===== src/rtl/pwm_cfg_spi_master.sv =====
// Round-robin arbitrated SPI master that ships {duty, div} frames LSB first to a PWM slave.
// Define PWM_CFG_LOOPBACK_CHECK_EN to add the spi_miso loopback compare and sticky loopback_err.
module pwm_cfg_spi_master #(
  parameter int NUM_REQ          = 2,
  parameter int CLOCK_DIV_WIDTH  = 32,
  parameter int DUTY_CYCLE_WIDTH = 8,
  parameter int SCLK_HALF        = 4,
  parameter int CS_GAP           = 2,
  localparam int GIDW = (NUM_REQ > 1) ? $clog2(NUM_REQ) : 1
) (
  input  logic                                  clk,
  input  logic                                  rst,
  input  logic [NUM_REQ-1:0]                    req_valid,
  output logic [NUM_REQ-1:0]                    req_ready,
  input  logic [NUM_REQ*CLOCK_DIV_WIDTH-1:0]    req_div,
  input  logic [NUM_REQ*DUTY_CYCLE_WIDTH-1:0]   req_duty,
  output logic [GIDW-1:0]                       grant_id,
  output logic                                  busy,
  output logic                                  done,
`ifdef PWM_CFG_LOOPBACK_CHECK_EN
  input  logic                                  spi_miso,
  output logic                                  loopback_err,
`endif
  output logic                                  spi_sclk,
  output logic                                  spi_mosi,
  output logic                                  spi_cs
);
  localparam int N    = CLOCK_DIV_WIDTH + DUTY_CYCLE_WIDTH;
  localparam int HMAX = (SCLK_HALF > CS_GAP) ? SCLK_HALF : CS_GAP;
  localparam int HW   = $clog2(HMAX) + 1;
  localparam int BW   = $clog2(N) + 1;

  typedef enum logic [2:0] {
    ST_IDLE  = 3'd0,
    ST_SETUP = 3'd1,
    ST_HIGH  = 3'd2,
    ST_LOW   = 3'd3,
    ST_HOLD  = 3'd4,
    ST_GAP   = 3'd5
  } state_t;

  state_t                  state_r, state_nxt_s;
  logic [HW-1:0]           cnt_r, cnt_nxt_s;
  logic [BW-1:0]           bit_r, bit_nxt_s;
  logic [N-1:0]            frame_r, frame_nxt_s;
  logic [GIDW-1:0]         grant_r, grant_nxt_s, ptr_r, ptr_nxt_s, win_s;
  logic [GIDW:0]           idx_s;
  logic                    found_s, accept_s, half_end_s, gap_end_s;
  logic                    cs_r, cs_nxt_s, sclk_r, sclk_nxt_s;
  logic                    busy_r, busy_nxt_s, done_r, done_nxt_s;
  logic [CLOCK_DIV_WIDTH-1:0]  sel_div_s;
  logic [DUTY_CYCLE_WIDTH-1:0] sel_duty_s;
`ifdef PWM_CFG_LOOPBACK_CHECK_EN
  logic                    err_r, err_nxt_s;
`endif

  // Round-robin search: first valid requester at or after the pointer, wrapping.
  always_comb begin
    found_s = 1'b0;
    win_s   = '0;
    idx_s   = '0;
    for (int i = 0; i < NUM_REQ; i++) begin
      idx_s = {1'b0, ptr_r} + (GIDW+1)'(i);
      if (idx_s >= (GIDW+1)'(NUM_REQ)) begin
        idx_s = idx_s - (GIDW+1)'(NUM_REQ);
      end else begin
        idx_s = idx_s;
      end
      if (!found_s && req_valid[idx_s[GIDW-1:0]]) begin
        found_s = 1'b1;
        win_s   = idx_s[GIDW-1:0];
      end else begin
        found_s = found_s;
      end
    end
  end

  assign accept_s   = (state_r == ST_IDLE) && found_s;
  assign sel_div_s  = req_div[win_s*CLOCK_DIV_WIDTH +: CLOCK_DIV_WIDTH];
  assign sel_duty_s = req_duty[win_s*DUTY_CYCLE_WIDTH +: DUTY_CYCLE_WIDTH];
  assign half_end_s = (cnt_r == HW'(SCLK_HALF-1));
  assign gap_end_s  = (cnt_r == HW'(CS_GAP-1));

  // Ready is offered only to the current winner, only while idle and out of reset.
  always_comb begin
    req_ready = '0;
    if (rst && accept_s) begin
      req_ready[win_s] = 1'b1;
    end else begin
      req_ready = '0;
    end
  end

  // Next-state, counters and shift data; pin levels follow the next state so they are registered.
  always_comb begin
    state_nxt_s = state_r;
    cnt_nxt_s   = cnt_r;
    bit_nxt_s   = bit_r;
    frame_nxt_s = frame_r;
    grant_nxt_s = grant_r;
    ptr_nxt_s   = ptr_r;
`ifdef PWM_CFG_LOOPBACK_CHECK_EN
    err_nxt_s   = err_r;
`endif
    case (state_r)
      ST_IDLE: begin
        if (accept_s) begin
          state_nxt_s = ST_SETUP;
          cnt_nxt_s   = '0;
          bit_nxt_s   = '0;
          frame_nxt_s = {sel_duty_s, sel_div_s};
          grant_nxt_s = win_s;
          ptr_nxt_s   = (win_s == GIDW'(NUM_REQ-1)) ? '0 : win_s + GIDW'(1);
`ifdef PWM_CFG_LOOPBACK_CHECK_EN
          err_nxt_s   = 1'b0;
`endif
        end else begin
          state_nxt_s = ST_IDLE;
        end
      end
      ST_SETUP, ST_LOW: begin
        if (half_end_s) begin
          state_nxt_s = ST_HIGH;
          cnt_nxt_s   = '0;
        end else begin
          cnt_nxt_s   = cnt_r + HW'(1);
        end
      end
      ST_HIGH: begin
`ifdef PWM_CFG_LOOPBACK_CHECK_EN
        if (half_end_s && (spi_miso != frame_r[0])) begin
          err_nxt_s = 1'b1;
        end else begin
          err_nxt_s = err_r;
        end
`endif
        if (half_end_s) begin
          cnt_nxt_s = '0;
          bit_nxt_s = bit_r + BW'(1);
          if (bit_r == BW'(N-1)) begin
            state_nxt_s = ST_HOLD;
          end else begin
            state_nxt_s = ST_LOW;
            frame_nxt_s = {1'b0, frame_r[N-1:1]};
          end
        end else begin
          cnt_nxt_s = cnt_r + HW'(1);
        end
      end
      ST_HOLD: begin
        if (half_end_s) begin
          state_nxt_s = ST_GAP;
          cnt_nxt_s   = '0;
        end else begin
          cnt_nxt_s   = cnt_r + HW'(1);
        end
      end
      ST_GAP: begin
        if (gap_end_s) begin
          state_nxt_s = ST_IDLE;
          cnt_nxt_s   = '0;
          frame_nxt_s = '0;
        end else begin
          cnt_nxt_s   = cnt_r + HW'(1);
        end
      end
      default: begin
        state_nxt_s = ST_IDLE;
        cnt_nxt_s   = '0;
      end
    endcase
    sclk_nxt_s = (state_nxt_s == ST_HIGH);
    cs_nxt_s   = (state_nxt_s == ST_IDLE) || (state_nxt_s == ST_GAP);
    busy_nxt_s = (state_nxt_s != ST_IDLE);
    done_nxt_s = (state_nxt_s == ST_GAP) && (cnt_nxt_s == HW'(CS_GAP-1));
  end

  // State and output registers; reset aborts any frame in flight.
  always_ff @(posedge clk) begin
    if (!rst) begin
      state_r <= ST_IDLE;
      cnt_r   <= '0;
      bit_r   <= '0;
      frame_r <= '0;
      grant_r <= '0;
      ptr_r   <= '0;
      cs_r    <= 1'b1;
      sclk_r  <= 1'b0;
      busy_r  <= 1'b0;
      done_r  <= 1'b0;
`ifdef PWM_CFG_LOOPBACK_CHECK_EN
      err_r   <= 1'b0;
`endif
    end else begin
      state_r <= state_nxt_s;
      cnt_r   <= cnt_nxt_s;
      bit_r   <= bit_nxt_s;
      frame_r <= frame_nxt_s;
      grant_r <= grant_nxt_s;
      ptr_r   <= ptr_nxt_s;
      cs_r    <= cs_nxt_s;
      sclk_r  <= sclk_nxt_s;
      busy_r  <= busy_nxt_s;
      done_r  <= done_nxt_s;
`ifdef PWM_CFG_LOOPBACK_CHECK_EN
      err_r   <= err_nxt_s;
`endif
    end
  end

  assign grant_id = grant_r;
  assign busy     = busy_r;
  assign done     = done_r;
  assign spi_sclk = sclk_r;
  assign spi_mosi = frame_r[0];
  assign spi_cs   = cs_r;
`ifdef PWM_CFG_LOOPBACK_CHECK_EN
  assign loopback_err = err_r;
`endif
endmodule


===== config.mk =====
export PLATFORM = sky130hd
export DESIGN_NAME = pwm_cfg_spi_master
export DESIGN_NICKNAME = d
export VERILOG_FILES = /design/src/rtl/pwm_cfg_spi_master.sv
export SDC_FILE = /design/constraint.sdc
export NUM_CORES = 1
export LEC_CHECK = 0
export CAP_MARGIN = 20
export CORE_UTILIZATION = 45
export CTS_CLUSTER_DIAMETER = 200
export DETAILED_ROUTE_END_ITERATION = 8
export PLACE_DENSITY = 0.75
export SLEW_MARGIN = 15
export SYNTH_ARGS = -nofsm -noshare
export SYNTH_HDL_FRONTEND = slang
export SYNTH_SLANG_ARGS = --single-unit

===== constraint.sdc =====
create_clock -name clk -period 2.22 [get_ports clk]
set_clock_uncertainty 0.05 [all_clocks]
set_input_delay 0.333 -clock clk [delete_from_list [all_inputs] [get_ports clk]]
set_output_delay 0.333 -clock clk [all_outputs]
set_load 0.1 [all_outputs]

**Word-level counts from Yosys, hierarchy flattened**

Index checks and enable logic that the tools add are counted.

- Register bits: 59
- Latch bits: 0
- Memory bits (writable): 0
- Memory bits (read-only): 0
- Bits of input ports: 84
- Word-level logic and storage cells: 89
- Memories kept: 0

- $add $sub $neg: 6
- $mul: 0
- Divide/modulo/power cells: 0
- $lt $le $gt $ge: 6
- Equality and inequality tests: 15
- Shift operators: 2
- Muxes and demuxes: 33
- Bitwise operators: 0
- Reductions and logical operators: 17

Operators with widths:

| cell | number |
|---|---|
| 40-bit two-way mux | 4 |
| 40-bit case mux with 3 select lines | 1 |
| 64-bit by 7-bit indexed part select with 32-bit output | 1 |
| 3-bit two-way mux | 8 |
| 16-bit by 5-bit indexed part select with 8-bit output | 1 |
| 3-bit case mux with 5 select lines | 1 |
| 7-bit two-way mux | 2 |
| 7-bit case mux with 2 select lines | 1 |
| 1-bit two-way mux | 13 |
| 3-bit by 2-bit == test with 1-bit output (second input constant) | 4 |
| 3-bit by 1-bit == test with 1-bit output (second input constant) | 3 |
| 3-bit == test (second input constant) | 3 |
| 3-bit case mux with 3 select lines | 1 |
| 2-bit inequality test (second input constant) | 4 |
| 7-bit by 1-bit adder with 7-bit output (second input constant) | 1 |
| 7-bit by 6-bit == test with 1-bit output (second input constant) | 1 |
| 3-bit zero test | 2 |
| 1-bit by 2-bit less-than comparator with 1-bit output (second input constant) | 3 |
| 3-bit nonzero test | 2 |
| 1-bit logical AND | 5 |
| 5-bit AND reduction | 1 |
| 4-bit OR reduction | 1 |
| 3-bit by 1-bit adder with 3-bit output (second input constant) | 1 |
| 3-bit AND reduction | 1 |
| 13 further kinds | 14 |

**Longest topological paths before layout**

- Depth in word-level cells: 13
- Gate-level depth with buffers: 9
- Depth with buffers taken out: 7

**Least setup slack after synthesis**

OpenSTA, ideal clock, no wires.

- Path type: reg-to-output
- Start point: reg state_r[2]
- End point: out req_ready[0]
- Arrival: 2528 ps
- Slack: -691 ps
- Stages on the path, launching flop included: 7
- Buffers on the path: 1
- Cell sequence: dfxtp_1 -> buf_4 -> or2_4 -> nor2_1 -> and2_1 -> nand2_1 -> a21oi_1

- Longest elaborated chain between the ends: 4

Ends and longest elaborated chain:

| item | line | text |
|---|---|---|
| from (decl) | 42 | `state_t state_r, state_nxt_s;` |
| from (signal assigned) | 195 | `state_r <= state_nxt_s;` |
| 3-bit zero test | 78 | `assign accept_s = (state_r == ST_IDLE) && found_s;` |
| 1-bit logical AND | 78 |  |
| 1-bit logical AND | 87 | `if (rst && accept_s) begin` |
| 2-bit two-way mux | 87 |  |
| to (decl) | 14 | `output logic [NUM_REQ-1:0] req_ready,` |

Every way passes these cells.

**Worst setup path after layout**

Ends and elaborated chain as after synthesis.

==> impl_results.md <==
- Count of final max-slew check failures: 0
- Setup Fix Bufs, Post-CTS: 0
- Flop pwr share: 39.5%
- Routed Antenna Nets: 0
- Worst hold slack: 0.365 ns
- Synthesized area per cell: 10.1 um2
- Die area: between 0.008 and 0.009 mm2
- Filler cells: just over 600
- Pin slew with the least headroom to its limit: 0.512 ns
- Max Clock Freq: 475 MHz
- Commonest non-fill, non-tap cell in the layout: clkdlybuf4s50_1
- CTS buffer count: 9
- Die Y: 90.0 um
- Switching Power: 778 uW
- DR WL/cell: 14.0 um
- Sequential share of the synthesized area: 33.9%
- Clock Tree Buf Depth: 2
- Crit path max fanout: 5
- Routability cong.: 0.812
- Core area: 0.00737 mm2
- Headroom to the max-slew limit: 65.8%
- Post-DP HPWL: 5390 um
- Syn_nets: ~440
- Total grt overflow: 0
- Cell Rows: 31
- Leakage power: about 0.0022 uW
- Vias in the first global route: 2809
- Worst Hold Class: input port to register
- Largest net degree at the start of global routing: between 40 and 50
- Element type at the critical path end: primary output
- Pre-antenna DRT Iters: 4
- RSZ-0062 raised after global routing: false
- Part of the cycle the worst path needs: between 90% and 100%
- Combinational power share: 22.3%
- Clk root buf: clkbuf_8
- Most frequent cells in the layout: clkdlybuf4s50_1, dfxtp_1, nand2_1
- Initial antenna violation count: 0
- Mapped Cells: 346
- DRC: 0
- Via count: 2884
- Worst skew pair latency: 0.33 ns
- Synthesis Warnings: 0
- Power Dens Cells: 644 mW/mm2
- Sw Share: 25.6%
- GRT Total Usage: 19.0%
- R2R Setup Slk: between 0.15 and 0.2 ns
- Crit path kind: register to primary output
- Post-synth EDFFs: 0
- H-tree depth: 3
- Multi-input gate area: about 0.0021 mm2
- Fin. Hold Viols: 0
- Netlist cell types: 44
- FF+latch area: 0.00118 mm2
- # diodes: 0
- Initial core utilization: 47.3%
- Synth area leaders: dfxtp_1, o211ai_2, o211a_1, mux2i_1, nand2_1
- Final TNS setup: 0 ns
- # IOs: a little over 90
- FFs w/ async S/R, synth: 0%
- I/O Buffers: 91
- Predominant post-synthesis flop cell: dfxtp_1
- Critical Path Source Type: register
- Worst EP required: roughly 1.8 ns
- CTS tree: built
- Starting DRT DRC Count: roughly 90
- CP arrival: 1.72 ns
- Mapped Area: 0.00349 mm2
- Synth area leader: dfxtp_1
- Int Pwr: between 2000 and 2500 uW
- Synthesized flop and latch total: 59
- Max-Cap Viols: 0
- Die width: 90.0 um
- Clk pwr share: 38.3%
- P&R area growth vs syn: 35.7%
- First-pass GRT wire length: 12600 um
- Fin nets: 521
- Routed WL: ~7500 um
- Top-area cell type share of the netlist area: 33.9%
- Worst vdd ir: 0.344 mV
- Result of the run: complete, no violations
- Setup Viol. Count Final: 0
- CTS clk-pin slew, worst paths: 0.07 ns
- Sink Count: 59
- Share of layout cells above drive strength 1: a little over a fifth
- Via-per-instance ratio: 5.39
- Minimum clock period: 2.11 ns
==> sequential cells by signal, indices dropped and copies added (netlist names) <==
| register | flops |
|---|---|
| ptr_r | 1 |
| grant_id | 1 |
| busy | 1 |
| frame_r | 40 |
| done | 1 |
| bit_r | 7 |
| cnt_r | 3 |
| spi_sclk | 1 |
| spi_cs | 1 |
| state_r | 3 |
==> layer usage <==
layer,vias up,wire (um),track usage [%]
met5,-,0,0
met3,4,310,6.18
met4,0,39,4.57
met2,59,3740,33.0
met1,1376,3410,22.5
li1,1445,-,-
==> final timing paths <==
| kind | start | to | cells past startpoint |
|---|---|---|---|
| max | state_r[2] | req_ready[0] | 6 |
| max reg2reg | cnt_r[1] | frame_r[25] | 8 |
| min | rst | frame_r[38] | 2 |
| min reg2reg | frame_r[39] | frame_r[39] | 2 |
==> Yosys cell counts, types with 2 or more instances <==
cell type	instances
mux2i_1	39
nand2_1	55
o21ai_1	2
buf_12	4
nand2b_1	2
ha_1	6
nand3_1	3
buf_4	2
and3_1	4
buf_6	5
nor2_1	15
xor2_1	6
nor3_1	2
o221a_2	2
nand4_1	2
clkbuf_1	10
buf_2	9
a31oi_1	2
nor2b_1	2
a21oi_1	3
o211a_1	40
mux2_2	2
inv_1	10
o211ai_2	39
o211ai_1	2
o21bai_1	2
dfxtp_1	59
==> cell families after synthesis <==
kind of cell    share of synthesized area, %
compound gates                          30.0
simple gates                            12.6
fa+ha+maj                               2.15
mux                                     11.8
flops                                   33.9
xor+xnor                                1.76
buf+inv                                 7.79
==> worst max-delay path: stages, from the launching register on <==
cell and delay [ns]:
dfxtp_1 0.35, or2_4 0.30, nor2_2 0.14, and2_4 0.17
nand2_2 0.08, a21oi_4 0.16, buf_12 0.19
==> power groups by stage <==
stage	Combinational, uW	Sequential [uW]	Clock (uW)
2_1_floorplan	426	1270	0
6_report	678	1200	1170
3_3_place_gp	667	1220	0
5_1_grt	730	1210	1250
4_1_cts	683	1200	1190
3_5_place_dp	681	1230	0
==> layout make-up <==
cell class / instances / area share (%)
timing repair buffer: 104 / 22.4
tap: 99 / 2.62
inverter: 10 / 0.793
sequential: 59 / 25.0
clock inverter: 3 / 1.43
multi-input combinational: 247 / 44.0
clock buffer: 13 / 3.78
==> metrics by stage <==
stage	std cells	cell area (um2)	power (uW)	setup WS [ns]	utilization, %
finish	535	4730	3050	0.114	64.2
global route	535	4730	3190	0.0313	64.2
CTS	535	4720	3070	0.0477	64.1
detailed placement	519	4470	1910	0.149	60.7
global placement	519	4470	1890	0.190	60.7
floorplan	346	3510	1690	0.158	-
==> repair_timing <==
action	in CTS	in global routing
gates cloned	0	0
hold buffers	0	0
gates resized for setup	1	3
endpoints found under the setup margin	1	5
No activity file was read; power rests on OpenSTA's default activity.
